File: src/rtl/ebpc_znz_decoder.sv
// EBPC zero/non-zero run-length decoder: expands the ZNZ symbol stream and merges BPC non-zero values.
// Optional macro EBPC_ZNZ_DEC_ERR_EN enables the sticky stream-format error flag err_o.
module ebpc_znz_decoder #(
    parameter int unsigned DATA_W       = 8,
    parameter int unsigned MAX_ZERO_RUN = 16,
    parameter int unsigned CNT_W        = 16
) (
    input  logic              clk_i,
    input  logic              rst_ni,
    input  logic [CNT_W-1:0]  cfg_num_i,
    input  logic              cfg_vld_i,
    output logic              cfg_rdy_o,
    input  logic [DATA_W-1:0] znz_data_i,
    input  logic              znz_last_i,
    input  logic              znz_vld_i,
    output logic              znz_rdy_o,
    input  logic [DATA_W-1:0] bpc_data_i,
    input  logic              bpc_vld_i,
    output logic              bpc_rdy_o,
    output logic [DATA_W-1:0] data_o,
    output logic              last_o,
    output logic              vld_o,
    input  logic              rdy_i,
    output logic              idle_o,
    output logic              err_o
);

    localparam int unsigned ZRL_W = $clog2(MAX_ZERO_RUN);
    localparam int unsigned PTR_W = (DATA_W > 1) ? $clog2(DATA_W) : 1;
    localparam int unsigned LEN_W = (ZRL_W > 1) ? $clog2(ZRL_W) : 1;
    localparam logic [PTR_W-1:0] PTR_TOP = PTR_W'(DATA_W - 1);
    localparam logic [LEN_W-1:0] LEN_TOP = LEN_W'(ZRL_W - 1);

    typedef enum logic [2:0] {
        S_IDLE,
        S_FLAG,
        S_LEN,
        S_ZOUT,
        S_DRAIN
    } state_e;

    state_e             state_q, state_d;
    logic [DATA_W-1:0]  word_q, word_d;
    logic [PTR_W-1:0]   ptr_q, ptr_d;
    logic               word_vld_q, word_vld_d;
    logic               word_last_q, word_last_d;
    logic               last_seen_q, last_seen_d;
    logic [CNT_W-1:0]   cnt_q, cnt_d;
    logic [ZRL_W-1:0]   run_q, run_d;
    logic [LEN_W-1:0]   len_q, len_d;

    logic cur_bit, cnt_is_one, cfg_hs, znz_hs, out_hs;
    logic consume, word_done, premature;

    assign cur_bit    = word_q[ptr_q];
    assign cnt_is_one = (cnt_q == CNT_W'(1));
    assign cfg_rdy_o  = (state_q == S_IDLE);
    assign idle_o     = (state_q == S_IDLE) && !word_vld_q;
    assign cfg_hs     = cfg_vld_i && cfg_rdy_o;
    assign znz_hs     = znz_vld_i && znz_rdy_o;
    assign out_hs     = vld_o && rdy_i;
    assign last_o     = vld_o && cnt_is_one;

    always_comb begin
        vld_o     = 1'b0;
        data_o    = '0;
        bpc_rdy_o = 1'b0;
        if (state_q == S_FLAG && word_vld_q && cur_bit) begin
            vld_o     = bpc_vld_i;
            data_o    = bpc_data_i;
            bpc_rdy_o = rdy_i;
        end else if (state_q == S_ZOUT) begin
            vld_o = 1'b1;
        end
    end

    always_comb begin
        consume = 1'b0;
        if (word_vld_q) begin
            if (state_q == S_FLAG) begin
                consume = cur_bit ? out_hs : 1'b1;
            end else if (state_q == S_LEN) begin
                consume = 1'b1;
            end
        end
    end

    assign word_done = consume && (ptr_q == '0);
    // Running out of a final word is only legal when the same handshake finishes the element count.
    assign premature = word_done && word_last_q && !(out_hs && cnt_is_one);

    // A final word is never followed by an accept: the next word belongs to the next stream.
    always_comb begin
        znz_rdy_o = 1'b0;
        case (state_q)
            S_FLAG, S_LEN: znz_rdy_o = (!word_vld_q && !last_seen_q) || (word_done && !word_last_q);
            S_DRAIN:       znz_rdy_o = word_vld_q ? !word_last_q : !last_seen_q;
            default:       znz_rdy_o = 1'b0;
        endcase
    end

    always_comb begin
        state_d     = state_q;
        word_d      = word_q;
        ptr_d       = ptr_q;
        word_vld_d  = word_vld_q;
        word_last_d = word_last_q;
        last_seen_d = last_seen_q | (znz_hs & znz_last_i);
        cnt_d       = cnt_q;
        run_d       = run_q;
        len_d       = len_q;

        if (cfg_hs) begin
            cnt_d       = cfg_num_i;
            last_seen_d = 1'b0;
        end else if (out_hs) begin
            cnt_d = cnt_q - CNT_W'(1);
        end

        if (consume) begin
            if (word_done) begin
                word_vld_d = 1'b0;
            end else begin
                ptr_d = ptr_q - PTR_W'(1);
            end
        end

        if (znz_hs && (state_q == S_FLAG || state_q == S_LEN)) begin
            word_d      = znz_data_i;
            ptr_d       = PTR_TOP;
            word_vld_d  = 1'b1;
            word_last_d = znz_last_i;
        end

        case (state_q)
            S_IDLE: begin
                if (cfg_hs) begin
                    state_d = (cfg_num_i == '0) ? S_DRAIN : S_FLAG;
                end
            end
            S_FLAG: begin
                if (consume) begin
                    if (cur_bit) begin
                        if (cnt_is_one) begin
                            state_d = S_DRAIN;
                        end else if (premature) begin
                            state_d = S_IDLE;
                        end
                    end else begin
                        run_d   = '0;
                        len_d   = '0;
                        state_d = premature ? S_IDLE : S_LEN;
                    end
                end
            end
            S_LEN: begin
                if (consume) begin
                    run_d = (run_q << 1) | ZRL_W'(cur_bit);
                    len_d = len_q + LEN_W'(1);
                    if (premature) begin
                        state_d = S_IDLE;
                    end else if (len_q == LEN_TOP) begin
                        state_d = S_ZOUT;
                    end
                end
            end
            S_ZOUT: begin
                if (out_hs) begin
                    run_d = run_q - ZRL_W'(1);
                    if (cnt_is_one) begin
                        state_d = S_DRAIN;
                    end else if (run_q == '0) begin
                        state_d = S_FLAG;
                    end
                end
            end
            S_DRAIN: begin
                word_vld_d = 1'b0;
                if ((word_vld_q && word_last_q) || (!word_vld_q && last_seen_q) ||
                    (znz_hs && znz_last_i)) begin
                    state_d = S_IDLE;
                end
            end
            default: state_d = S_IDLE;
        endcase
    end

    always_ff @(posedge clk_i or negedge rst_ni) begin
        if (!rst_ni) begin
            state_q     <= S_IDLE;
            word_q      <= '0;
            ptr_q       <= '0;
            word_vld_q  <= 1'b0;
            word_last_q <= 1'b0;
            last_seen_q <= 1'b0;
            cnt_q       <= '0;
            run_q       <= '0;
            len_q       <= '0;
        end else begin
            state_q     <= state_d;
            word_q      <= word_d;
            ptr_q       <= ptr_d;
            word_vld_q  <= word_vld_d;
            word_last_q <= word_last_d;
            last_seen_q <= last_seen_d;
            cnt_q       <= cnt_d;
            run_q       <= run_d;
            len_q       <= len_d;
        end
    end

`ifdef EBPC_ZNZ_DEC_ERR_EN
    logic err_q, err_d, trunc;

    always_comb begin
        trunc = (state_q == S_ZOUT) && out_hs && cnt_is_one && (run_q != '0);
        err_d = err_q;
        if (cfg_hs) begin
            err_d = 1'b0;
        end else if (premature || trunc) begin
            err_d = 1'b1;
        end
    end

    always_ff @(posedge clk_i or negedge rst_ni) begin
        if (!rst_ni) begin
            err_q <= 1'b0;
        end else begin
            err_q <= err_d;
        end
    end

    assign err_o = err_q;
`else
    assign err_o = 1'b0;
`endif

endmodule

File: config.mk
export PLATFORM = sky130hd
export DESIGN_NAME = ebpc_znz_decoder
export DESIGN_NICKNAME = d
export VERILOG_FILES = /design/src/rtl/ebpc_znz_decoder.sv
export SDC_FILE = /design/constraint.sdc
export NUM_CORES = 1
export LEC_CHECK = 0
export ABC_AREA = 1
export ABC_CLOCK_PERIOD_IN_PS = 1900
export CORE_UTILIZATION = 46
export CTS_CLUSTER_DIAMETER = 80
export CTS_CLUSTER_SIZE = 25
export DETAILED_ROUTE_END_ITERATION = 8
export PLACE_DENSITY = 0.84
export SYNTH_ARGS = -nofsm -noshare
export SYNTH_HDL_FRONTEND = slang
export SYNTH_SLANG_ARGS = --single-unit
File: constraint.sdc
create_clock -name clk_i -period 1.9 [get_ports clk_i]
set_input_delay 0.38 -clock clk_i [delete_from_list [all_inputs] [get_ports clk_i]]
set_output_delay 0.38 -clock clk_i [all_outputs]
set_load 0.02 [all_outputs]
==> reports/results.txt <==
Status: finished, violations left
Violated checks: DRC, setup timing
Yosys warning total: 0
Layout Skew: 0.00628 ns
Slowest cell delay on critical path: 0.46 ns
Number of setup violations in the final report: 53
Initial Util: 49.2%
WP data required: 1.52 ns
CP max-delay cell: dfrtp_2
Final Power: 7860 uW
CTS tree: yes
Syn Inst Count: 344
Endpoints failing hold: 0
Sequential area share after synthesis: 37.9%
Routed len/inst: 25.1 um
Crit path buf inv count: 3
CP Cell Sequence: inv_2 -> nand3_4 -> nor2_4 -> buf_6 -> nand3_4 -> nand2_2 -> nand3_2 -> nand2_2 -> nand4_1 -> nand2_1 -> nand2_2 -> nand2_4 -> buf_6
Post-synth net total: 390
Unrepaired setup endpoints after global routing: true
GP Congestion: 0.949
Root buffer cell: clkbuf_8
Num ports: 54
Antenna violations before repair: 1
Power per cell area: 1760 nW/um^2
Number of remaining DRC errors: 8
DR pass1 iterations: 9
Fill count: 221
Number of synthesized register bits: 39
Grt total ovfl: 0
Vias/cell: 6.57
Final ANT Viol Nets: 0
Net count, final: 547
Setup CP Type: flop to output pin
EDFF count, synth: 0
Gr usage total: 39.1%
Core Rows: 26
CP arrival: 2.15 ns
Worst-path clk slew: 0.08 ns
Pins Over Slew Limit: 0
H-tree levels: 2
Hold Path Class: primary input to asynchronous set/reset pin
Crit path launch type: flop
Worst slew pin tran: 0.563 ns
Placed wire-length estimate: 5910 um
Longest Clk Path Bufs: 2
Clock insertion delay at the later pin of the skew report: 0.31 ns
Vias in the first global route: 3566
Critical Path Sink Type: output pin
Most frequent cells in the layout: buf_4, nand2_1, inv_1
Vias: 3765
CTS buffer count: 5
Syn_area_per_cell: 7.49 sq um
Final TNS setup: -18.11 ns
Port Buffers: 52
Library cells used by synthesis: 40
Leakage power: 0.00210 uW
Share of cells above drive strength 1: 44.2%
Final core occ: 85.0%
Tcrit/Tclk final: 133%
Async S/R FF share, synth: 100%
Post-Place Worst Slack: -0.563 ns
VDD IR max: 1.09 mV
Max_slew headroom: 62.4%
Max-cap violation count: 0
Cell repeated most along the worst path: nand2_2
Most used DFF post-synth: dfrtp_1
Post-synthesis instance area: 2580 sq um
Die Area: 5910 sq um
Clock Sink Count: 39
Max Freq: 395 MHz
Cts hold-fix bufs: 0
Worst-path maximum fanout: 5
Commonest non-fill, non-tap cell in the layout: buf_4
Total Wirelength: 14400 um
First-pass GRT wire length: 17600 um
Final WS setup: -0.635 ns
Delay-heaviest family, CP: simple AND/OR/NAND/NOR gates
Core area: 5240 sq um
Violation count after the first detailed-route iteration: 617
Final min period: 2.53 ns
Die height: 76.9 um
Synthesis-to-layout area growth: 72.8%
Die X: 76.9 um
Largest net degree at the start of global routing: 22
-- power breakdown --
part / internal (uW) / switching (uW)
registers: 1220 / 378
clock network: 256 / 346
logic: 2350 / 3300
-- worst reg2reg max path, cell delays in order (launching register included) --
cell and delay, ns:
dfrtp_2 0.46, inv_2 0.10, nand3_4 0.09, nor2_4 0.13, buf_6 0.12, nand3_4 0.08
nand2_2 0.08, nand3_2 0.09, nand2_2 0.09, nand4_1 0.14, nand2_1 0.15, nand2_2 0.10
nand2_4 0.10, buf_4 0.15, nand3_4 0.20, buf_6 0.21, o211ai_1 0.11
-- routing by layer --
layer,part of all wire (%),vias to the layer above,track usage (%)
li1,-,1433,-
met1,31,1695,41.9
met2,44,455,65.5
met3,14,182,10.1
met4,11,0,29.8
met5,0,-,0
-- sequential cells by signal, summed over array words and instances, names as in the netlist --
| register | flops |
|---|---|
| word_last_q | 1 |
| state_q | 3 |
| last_seen_q | 1 |
| run_q | 4 |
| word_vld_q | 1 |
| len_q | 2 |
| word_q | 8 |
| cnt_q | 16 |
| ptr_q | 3 |
-- through the flow --
step | hold WS (ns) | cell area, sq um | std cells
floorplan | 0.0844 | 2600 | 344
global placement | 0.367 | 3780 | 540
detailed placement | 0.369 | 3780 | 540
CTS | 0.0388 | 4150 | 563
global route | 0.0637 | 4450 | 573
finish | 0.0482 | 4450 | 573
-- cell families after synthesis --
kind of cell               share of synthesized area (%)
DFF                                                 37.9
adders and majority gates                           3.40
buffers and inverters                               10.4
muxes                                              0.437
and+or+nand+nor                                     31.7
AOI/OAI and AO/OA                                   11.3
xor gates and xnor gates                            4.76
other                                              0.145
-- synth_stat cells, types with 3 or more instances --
cell | n | area (sq um)
a21oi_1 | 9 | 45.0
dfrtp_1 | 39 | 976
ha_1 | 7 | 87.6
inv_1 | 52 | 195
inv_2 | 5 | 18.8
nand2_1 | 73 | 274
nand2_2 | 4 | 25.0
nand3_1 | 20 | 100
nand3_2 | 4 | 40.0
nand4_1 | 9 | 56.3
nor2_1 | 39 | 146
nor3_1 | 6 | 30.0
nor4_1 | 7 | 43.8
o211ai_1 | 5 | 37.5
o21ai_0 | 9 | 45.0
o21ai_1 | 7 | 35.0
o221ai_1 | 4 | 35.0
o22ai_1 | 3 | 18.8
xnor2_1 | 4 | 35.0
xor2_1 | 10 | 87.6
-- worst paths after layout --
path                       depth (start not counted)  slack, ns          to       start
min reg2reg                                        1       0.52    len_q[0]    len_q[0]
max                                               13      -0.63   znz_rdy_o  state_q[2]
min                                                1       0.05   word_q[3]      rst_ni
min in group clk_i                                 1       0.52    len_q[0]    len_q[0]
max reg2reg                                       16      -0.59    ptr_q[1]  state_q[2]
max in group asynchronous                          2       1.32  state_q[0]      rst_ni
-- final cells by class --
cell class                 instances  area (sq um)  area share (%)
clock buffer                       5          68.8            1.55
tap                               70          87.6            1.97
antenna                            1          2.50          0.0562
timing repair buffer             154          1330            29.9
multi-input combinational        240          1690            38.0
sequential                        39           980            22.0
clock inverter                     3          20.0           0.450
timing repair inverter             2          25.0           0.562
inverter                          59           244            5.48
-- timing repair --
action / in CTS / in global routing
gates resized for setup: 121 / 59
gates cloned: 2 / 0
hold endpoints to repair: 0 / 0
endpoints found under the setup margin: 48 / 53
pin swaps: 9 / 19
setup buffers: 13 / 11
No activity file was read; power rests on OpenSTA's default activity.
